File: config.mk
export PLATFORM = sky130hd
export DESIGN_NAME = uart_tx_buffered_flat
export DESIGN_NICKNAME = d
export VERILOG_FILES = /design/src/rtl/uart_pkg.sv /design/src/rtl/uart_tx_buffered_if.sv /design/src/rtl/uart_sync_fifo.sv /design/src/rtl/uart_tx_buffered.sv /design/src/flat_wrapper.sv
export SDC_FILE = /design/constraint.sdc
export NUM_CORES = 1
export LEC_CHECK = 0
export ABC_AREA = 1
export CAP_MARGIN = 20
export CORE_AREA = 2 2 173 175
export CTS_BUF_LIST = sky130_fd_sc_hd__clkbuf_8
export CTS_CLUSTER_DIAMETER = 30
export DETAILED_ROUTE_END_ITERATION = 16
export DIE_AREA = 0 0 175 177
export PLACE_DENSITY = 0.45
export SLEW_MARGIN = 25
export SYNTH_ARGS = -nofsm -noshare
export SYNTH_HDL_FRONTEND = slang
export SYNTH_SLANG_ARGS = --single-unit
File: constraint.sdc
create_clock -name clock -period 2.6 [get_ports clock]
set_input_delay 0.26 -clock clock [delete_from_list [all_inputs] [get_ports clock]]
set_output_delay 0.26 -clock clock [all_outputs]
set_load 0.05 [all_outputs]
File: src/rtl/uart_pkg.sv
// Shared types and constants for the buffered UART transmitter.
package uart_pkg;

  typedef enum logic [2:0] {
    IDLE   = 3'd0,
    START  = 3'd1,
    DATA   = 3'd2,
    PARITY = 3'd3,
    STOP   = 3'd4
  } tx_state_t;

  typedef enum logic [1:0] {
    PAR_NONE = 2'd0,
    PAR_EVEN = 2'd1,
    PAR_ODD  = 2'd2
  } parity_mode_t;

  // Smallest usable clocks-per-bit; divisor values below this are clamped up.
  localparam int MIN_DIV = 2;

endpackage

File: src/rtl/uart_tx_buffered_if.sv
// Write-side handshake bundle for the buffered UART transmitter.
// valid/ready: a word transfers on every rising clock where valid && ready; the master holds
// data stable while valid is high and not yet accepted; ready never depends on valid.
interface uart_tx_buffered_if #(
  parameter int DATA_W = 8
);
  logic [DATA_W-1:0] data;
  logic              valid;
  logic              ready;

  modport master (output data, output valid, input ready);
  modport slave  (input data, input valid, output ready);
endinterface

File: src/rtl/uart_sync_fifo.sv
// Single-clock FIFO with registered read/write pointers; the extra pointer bit separates full
// from empty. Read data is the current head, valid whenever empty is low.
module uart_sync_fifo #(
  parameter int W     = 8,
  parameter int DEPTH = 16
) (
  input  logic                   clock,
  input  logic                   reset,
  input  logic                   push,
  input  logic [W-1:0]           push_data,
  input  logic                   pop,
  output logic [W-1:0]           pop_data,
  output logic [$clog2(DEPTH):0] level,
  output logic                   full,
  output logic                   empty
);
  localparam int AW = $clog2(DEPTH);

  logic [W-1:0] mem [DEPTH];
  logic [AW:0]  wr_ptr;
  logic [AW:0]  rd_ptr;

  always_ff @(posedge clock) begin
    if (reset) begin
      wr_ptr <= '0;
      rd_ptr <= '0;
    end else begin
      if (push && !full)  wr_ptr <= wr_ptr + (AW+1)'(1);
      if (pop  && !empty) rd_ptr <= rd_ptr + (AW+1)'(1);
    end
  end

  always_ff @(posedge clock) begin
    if (push && !full) mem[wr_ptr[AW-1:0]] <= push_data;
  end

  assign pop_data = mem[rd_ptr[AW-1:0]];
  assign level    = wr_ptr - rd_ptr;
  assign empty    = (wr_ptr == rd_ptr);
  assign full     = (wr_ptr[AW] != rd_ptr[AW]) && (wr_ptr[AW-1:0] == rd_ptr[AW-1:0]);
endmodule

File: src/rtl/uart_tx_buffered.sv
// FIFO-buffered UART transmitter with runtime baud divisor and back-to-back framing.
// Optional parity bit and parity_mode port are built when UART_TX_PARITY_EN is defined.
module uart_tx_buffered
  import uart_pkg::*;
#(
  parameter int DATA_W     = 8,
  parameter int FIFO_DEPTH = 16,
  parameter int DIV_W      = 16,
  parameter int STOP_BITS  = 1
) (
  input  logic                        clock,
  input  logic                        reset,
  input  logic [DIV_W-1:0]            divisor,
`ifdef UART_TX_PARITY_EN
  input  logic [1:0]                  parity_mode,
`endif
  uart_tx_buffered_if.slave           wr,
  output logic [$clog2(FIFO_DEPTH):0] fifo_level,
  output logic                        busy,
  output logic                        tx,
  output tx_state_t                   dbg_state
);
  localparam int BIT_W = $clog2(DATA_W) + 1;

  tx_state_t         state;
  tx_state_t         state_next;
  logic [DIV_W-1:0]  div_eff;
  logic [DIV_W-1:0]  div_q;
  logic [DIV_W-1:0]  cnt;
  logic [DATA_W-1:0] head;
  logic [DATA_W-1:0] shift_q;
  logic [BIT_W-1:0]  bit_idx;
  logic              stop_idx;
  logic              full, empty, push, pop;
  logic              bit_done, stop_last, tx_d;
  logic              par_en_q, par_bit_q;

  assign wr.ready  = !full;
  assign push      = wr.valid && wr.ready;
  assign div_eff   = (divisor < DIV_W'(MIN_DIV)) ? DIV_W'(MIN_DIV) : divisor;
  assign bit_done  = (cnt == '0);
  assign stop_last = (STOP_BITS == 1) || stop_idx;
  // A new frame starts from IDLE, or directly out of the last stop clock for zero idle gap.
  assign pop       = !empty && ((state == IDLE) || ((state == STOP) && bit_done && stop_last));

  uart_sync_fifo #(.W(DATA_W), .DEPTH(FIFO_DEPTH)) u_fifo (
    .clock     (clock),
    .reset     (reset),
    .push      (push),
    .push_data (wr.data),
    .pop       (pop),
    .pop_data  (head),
    .level     (fifo_level),
    .full      (full),
    .empty     (empty)
  );

  always_ff @(posedge clock) begin
    if (reset) state <= IDLE;
    else       state <= state_next;
  end

  always_comb begin
    state_next = state;
    case (state)
      IDLE:    if (!empty) state_next = START;
      START:   if (bit_done) state_next = DATA;
      DATA:    if (bit_done && (bit_idx == BIT_W'(DATA_W - 1)))
                 state_next = par_en_q ? PARITY : STOP;
      PARITY:  if (bit_done) state_next = STOP;
      STOP:    if (bit_done && stop_last) state_next = empty ? IDLE : START;
      default: state_next = IDLE;
    endcase
  end

  always_comb begin
    tx_d = 1'b1;
    case (state)
      START:   tx_d = 1'b0;
      DATA:    tx_d = shift_q[0];
      PARITY:  tx_d = par_bit_q;
      default: tx_d = 1'b1;
    endcase
  end

  // Baud down-counter, shifter and bit/stop counters; divisor is latched only at frame start.
  always_ff @(posedge clock) begin
    if (reset) begin
      div_q    <= DIV_W'(MIN_DIV);
      cnt      <= '0;
      shift_q  <= '0;
      bit_idx  <= '0;
      stop_idx <= 1'b0;
    end else if (pop) begin
      div_q    <= div_eff;
      cnt      <= div_eff - DIV_W'(1);
      shift_q  <= head;
      bit_idx  <= '0;
      stop_idx <= 1'b0;
    end else if (state != IDLE) begin
      if (!bit_done) begin
        cnt <= cnt - DIV_W'(1);
      end else begin
        cnt <= div_q - DIV_W'(1);
        if (state == DATA) begin
          shift_q <= shift_q >> 1;
          bit_idx <= bit_idx + BIT_W'(1);
        end
        if (state == STOP) stop_idx <= 1'b1;
      end
    end
  end

`ifdef UART_TX_PARITY_EN
  always_ff @(posedge clock) begin
    if (reset) begin
      par_en_q  <= 1'b0;
      par_bit_q <= 1'b0;
    end else if (pop) begin
      par_en_q  <= (parity_mode == PAR_EVEN) || (parity_mode == PAR_ODD);
      par_bit_q <= (^head) ^ (parity_mode == PAR_ODD);
    end
  end
`else
  assign par_en_q  = 1'b0;
  assign par_bit_q = 1'b0;
`endif

  // tx is registered from the state decode, so the line trails the FSM by one clock.
  always_ff @(posedge clock) begin
    if (reset) tx <= 1'b1;
    else       tx <= tx_d;
  end

  assign busy      = (state != IDLE) || !empty;
  assign dbg_state = state;
endmodule

File: src/flat_wrapper.sv
// flat-port wrapper written by rule: the top's interface ports become plain ports
module uart_tx_buffered_flat import uart_pkg::*;
#(
  parameter int DATA_W     = 8,
  parameter int FIFO_DEPTH = 16,
  parameter int DIV_W      = 16,
  parameter int STOP_BITS  = 1
)
  (clock, reset, divisor, fifo_level, busy, tx, dbg_state, wr_data, wr_valid, wr_ready);
  uart_tx_buffered_if #(.DATA_W(DATA_W)) wr_i ();
  input  logic clock;
  input  logic reset;
  input  logic [DIV_W-1:0] divisor;
  output logic [$clog2(FIFO_DEPTH):0] fifo_level;
  output logic busy;
  output logic tx;
  output tx_state_t dbg_state;
  input wire logic [$bits(wr_i.data)-1:0] wr_data;
  input wire logic [$bits(wr_i.valid)-1:0] wr_valid;
  output wire logic [$bits(wr_i.ready)-1:0] wr_ready;
  assign wr_i.data = wr_data;
  assign wr_i.valid = wr_valid;
  assign wr_ready = wr_i.ready;
  uart_tx_buffered #(.DATA_W(DATA_W), .FIFO_DEPTH(FIFO_DEPTH), .DIV_W(DIV_W), .STOP_BITS(STOP_BITS)) u_core (.clock(clock), .reset(reset), .divisor(divisor), .wr(wr_i), .fifo_level(fifo_level), .busy(busy), .tx(tx), .dbg_state(dbg_state));
endmodule
# Word-level counts from Yosys, hierarchy flattened
# Memory sizes are Yosys's and may differ from the RTL's. A register that Yosys moved wholly into a read port is not among the register bits.
# Cells that the tools add are included.
# totals
register_bits	58
latchBits	0
ramBits	128
romBits	0
inputBits	27
out_inout_bits	11
memories	1
# op_classes
add_sub_neg	7
multipliers	0
n_div	0
n_lt_le_gt_ge	1
eq_ne	13
shift	0
muxes	20
n_bitwise	0
n_reduce_logical	22
# mem_list
memory	depth	word_bits	rd	rd_clocked_by_memory_dff	write_ports	line_no	rtl
u_core.u_fifo.mem	16	8	1	1	1	uart_sync_fifo.sv:19	logic [W-1:0] mem [DEPTH];
# op_table
op	n
16-bit 2-to-1 mux	4
16-bit by 1-bit subtractor with 16-bit output, second input constant	3
8-bit 2-to-1 mux	4
16-bit logical NOT	1
16-bit by 2-bit < comparator with 1-bit output, second input constant	1
3-bit 2-to-1 mux	5
3-bit one-hot mux with 5 select lines	1
5-bit by 1-bit adder with 5-bit output, second input constant	2
4-bit 2-to-1 mux	2
2-bit by 1-bit inequality test with 1-bit output, second input constant	4
1-bit logical AND	7
3-bit by 2-bit equality test with 1-bit output, second input constant	2
3-bit AND reduction	2
2-bit nonzero test	3
5-bit equality test	1
5-bit AND reduction	1
5-bit subtractor	1
4-bit by 1-bit adder with 4-bit output, second input constant	1
4-bit by 3-bit equality test with 1-bit output, second input constant	1
4-bit equality test	1
2-bit OR reduction	2
3-bit by 1-bit equality test with 1-bit output, second input constant	1
3-bit equality test, second input constant	1
3-bit logical NOT	1
7 further kinds	11

# Logic depth before layout (Yosys ltp)
# depth
depth_word	7
mapped_depth	19
depth_no_buf	19

# Cells and area by module
# From an unflattened synthesis, not the netlist that was laid out.
# hier_totals
hier_cells	1097
area_unflattened_um2	9240.1
# modules_own_cells
module	instances	cells_per_inst	area_per_inst_um2
uart_sync_fifo	1	658	6473.7
uart_tx_buffered	1	439	2766.4

# Worst setup path before layout
# No wires, ideal clock.
# synth_path
path_kind	reg-to-reg
startpoint	register u_core.u_fifo.wr_ptr[0]
endpoint	memory u_core.u_fifo.mem[15][0] (enable)
setup_ns	0.375
t_arrival_ns	2.171
required_ns	2.225
slack_ns	0.054
path_stages_with_launch	10
synth_period_minus_slack_ns	2.546
path_cell_list	dfxtp_1 -> inv_1 -> ha_1 -> nand4_1 -> inv_1 -> nand2_1 -> nand2_1 -> inv_1 -> nand2_1 -> nor2_1
# synth_via
elab_chain_cells	7
# synth_rtl
element	line_no	rtl
start: declaration	uart_sync_fifo.sv:20	logic [AW:0] wr_ptr;
start signal: assignment	uart_sync_fifo.sv:28	if (push && !full) wr_ptr <= wr_ptr + (AW+1)'(1);
4-bit equality test *	uart_sync_fifo.sv:40	assign full = (wr_ptr[AW] != rd_ptr[AW]) && (wr_ptr[AW-1:0] == rd_ptr[AW-1:0]);
1-bit logical AND *	uart_sync_fifo.sv:40	
1-bit logical NOT *	uart_tx_buffered.sv:38	assign wr.ready = !full;
net wr_ready	flat_wrapper.sv:20	output wire logic [$bits(wr_i.ready)-1:0] wr_ready;
1-bit logical AND	uart_tx_buffered.sv:39	assign push = wr.valid && wr.ready;
1-bit logical AND *	uart_sync_fifo.sv:34	if (push && !full) mem[wr_ptr[AW-1:0]] <= push_data;
1-bit 2-to-1 mux *	uart_sync_fifo.sv:34	
1-bit 2-to-1 mux (not written as such) *	uart_sync_fifo.sv:34	
end: declaration	uart_sync_fifo.sv:19	
# Mark *: on every way through the listed nets, which the timed path passes. The rest lies on a longest branch.

# Final worst setup path
# layout_path
startpoint	register u_core.u_fifo.rd_ptr[3]
endpoint	output busy
# layout_via
elab_chain_cells	3
# layout_rtl
element	line_no	rtl
start: declaration	uart_sync_fifo.sv:21	logic [AW:0] rd_ptr;
start signal: assignment	uart_sync_fifo.sv:29	if (pop && !empty) rd_ptr <= rd_ptr + (AW+1)'(1);
5-bit equality test	uart_sync_fifo.sv:39	assign empty = (wr_ptr == rd_ptr);
1-bit logical NOT	uart_tx_buffered.sv:135	assign busy = (state != IDLE) || !empty;
1-bit logical OR	uart_tx_buffered.sv:135	
end: declaration	flat_wrapper.sv:15	output logic busy;
# Every way passes these cells.

==> impl_metrics.toml <==
[critical_path]
start_kind = "flip-flop"
rrSetupSlack_ns = 0.16
cp.required_ns = 2.34
timing.rr.start = "u_core.u_fifo.rd_ptr[3]"
critPathSlowestCell = "dfxtp_2"
rr_endpoint = "u_core.cnt[5]"
worstPathMaxFanout = 7
endpoint_kind = "output port"
crit_type = "reg2out"
r2r_cells = 14
crit_top_cell = "buf_4"
critPathArrivalTime_ns = 2.20
crit_chain = "inv_1 -> ha_4 -> nand4_1 -> buf_4 -> nor3_4 -> inv_4 -> buf_4"
slowest_delay_ns = 0.35

[worst_hold_path]
holdPathStages = 3
holdCritStartpoint = "reset"
hold_class = "in2reg"
worstHoldEndpoint = "u_core.div_q[1]"

[sta]
rsz0062_at_grt = "yes"
finalSetupViolCount = 0
min_period_ns = 2.46
hold_viol = 0
post-route-period-util_pct = 94.5
worst_slew_pin_slew_ns = 0.747
max_slew_margin_pct = 50.0
max_freq_ghz = 0.407
drv_slew = 0
finClkSkew_ns = 0.0272
holdWs_ns = 0.283

[final_layout]
antennaDiodeCount = 0
syn_to_final_growth_pct = 20.0
multi_input_comb_area_um2 = 3090
fillerInstances = 2958
post_route_cells_drive_above_1_share_pct = 16.3
nets = 987
seqCellArea_um2 = 5090

[clocking]
cts_made_buffers = 17
cts.sinks = 190
cts_tree = "yes"
htree_levels = 4
cts.clk_slew.worst_paths_ns = 0.12
clockBufferDepth = 2
cts_hold_buffers = 0
worstSkewPairLatency_ns = 0.49
root_buffer = "clkbuf_8"

[global_route]
antenna_found_initial = 0
track_usage_pct = 14.5
grt_max_degree = 41
overflow = 0
grt_pass1_vias = 6032
grt_pass1_wl_um = 34100

[detailed_routing]
vias_per_cell = 4.61
antenna_left = 0
wirelength_um = 21800
post-route-drc-count = 0
vias = 6233
wire_per_inst_um = 16.2
first_pass_iters = 5
first_iter_violations = 438

[power_and_ir_drop]
leakagePower_nw = 3.90
power_density_nw_per_um2 = 1020
ir_worst_vdd_uv = 444
p_total_mw = 10.5

[placement]
numPortBuffers = 37
gp_congestion = 0.863
dp_hpwl_um = 15100

[synth]
synth_top_area_share_pct = 44.5
yosysTopAreaCell = "edfxtp_1"
synth-main-ff-cell = "edfxtp_1"
synthTopCellsByCount = "edfxtp_1 (128), nand2_1 (126), inv_1 (98)"
yosysMostFrequentCell = "edfxtp_1"
syn-instance-count = 871
synth_seq_cells = 190
syn_nets = 910
synth.avg_cell_area_um2 = 9.91
synth_edf_count = 128
synth.yosys.warnings = 0
synth_area_leaders = "edfxtp_1 (45%), dfxtp_1 (14%), nand2_1 (5.5%)"
netlist_area_um2 = 8630
ys_seq_area_share_pct = 58.9
async_flop_share_pct = 0
yosys.cell_types.count = 44

[floorplan]
die_w_um = 175
start_util_pct = 29.5
core_area_um2 = 29200
core.rowCount = 63
die_area_um2 = 31000
die_h_um = 177
top_level_ports = 38

[job]
max_cap_viol_count = 0

[run_status]
status = "finished clean"
## how the worst max path moves through the flow
stage / start / endpoint / slack [ns] / depth (start not counted)
global placement: u_core.u_fifo.rd_ptr[1] / u_core.cnt[9] / 0.14 / 16
global route: u_core.u_fifo.rd_ptr[1] / u_core.cnt[15] / -0.02 / 17
finish: u_core.u_fifo.rd_ptr[3] / busy / 0.14 / 7
CTS: u_core.u_fifo.rd_ptr[1] / busy / 0.03 / 7
detailed placement: u_core.u_fifo.rd_ptr[1] / u_core.cnt[14] / 0.09 / 18
floorplan: u_core.u_fifo.wr_ptr[0] / u_core.u_fifo.mem[15][0] / 0.05 / 9
## sequential cells by signal, indices dropped and copies added (netlist names), named ones only
name,flops
u_core.u_fifo.mem,128
u_core.bit_idx,4
u_core.cnt,16
u_core.tx,1
u_core.shift_q,8
u_core.u_fifo.wr_ptr,5
u_core.div_q,16
u_core.u_fifo.rd_ptr,5
u_core.dbg_state,3
## cell type report
class | instances | share of cell area, %
multi-input cells | 539 | 29.8
well taps | 390 | 4.71
flip-flops and latches | 190 | 49.2
repair buffers | 95 | 8.08
inverters | 105 | 3.83
clock inverters | 15 | 2.14
clock buffers | 17 | 2.26
## cells by family (layout without fill, tap and decap cells)
| family | count (synthesis) | after routing | share of synthesized area (%) |
|---|---|---|---|
| xor gates and xnor gates | 7 | 7 | 0.797 |
| muxes | 32 | 32 | 3.73 |
| and+or+nand+nor | 302 | 302 | 15.9 |
| buffers and inverters | 142 | 232 | 6.47 |
| adders and majority gates | 12 | 12 | 1.83 |
| AOI/OAI and AO/OA | 186 | 186 | 12.4 |
| DFF | 190 | 190 | 58.9 |
## critical path: cells and delay by family, from the launching register on
| family | cells | cell delay, ns |
|---|---|---|
| flops | 1 | 0.35 |
| buf+inv | 4 | 0.59 |
| fa+ha+maj | 1 | 0.27 |
| simple gates | 2 | 0.49 |
## power breakdown
group          total [mW]  internal [mW]  switching, mW
logic                4.58           1.66           2.92
clock network        2.19          0.807           1.38
registers            3.78           3.53          0.244
## metrics by stage
stage	cell area [µm²]	util, %	TNS, ns	worst slack [ns]	std cells
2_1_floorplan	8630	-	0	0.0543	871
3_3_place_gp	9730	33.3	0	0.138	1310
3_5_place_dp	9730	33.3	0	0.0871	1310
4_1_cts	10200	34.8	0	0.0264	1342
5_1_grt	10400	35.4	-0.0377	-0.0222	1351
6_report	10400	35.4	0	0.144	1351
## repair_timing
action | 4_1_cts | 5_1_grt
buffers inserted | 0 | 9
endpoints found under the setup margin | 1 | 22
pin swaps | 0 | 12
gates resized for setup | 2 | 32
## placed cells by master, fill, tap and decap left out, types with 6 or more instances in the layout
cell type and instances:
edfxtp_1 128, buf_4 58, clkbuf_8 17, clkdlybuf4s50_1 30, dfxtp_1 57, nor2_1 68, inv_2 8, inv_1 94
mux2i_1 31, ha_1 9, nand2_1 121, nand3_1 59, a21oi_1 75, nor2_4 7, o21ai_1 6, nand2_2 15
inv_12 6, nor2_2 9, o211ai_1 37, o21ai_0 54
## per-layer routing
metal / vias to the layer above / global-route usage, % / share of wire [%]
met3: 24 / 2.30 / 3.1
li1: 3151 / - / -
met2: 111 / 23.2 / 45
met5: - / 0 / 0
met4: 0 / 4.72 / 2.0
met1: 2947 / 20.2 / 50
Power figures use the tool's default switching activity.
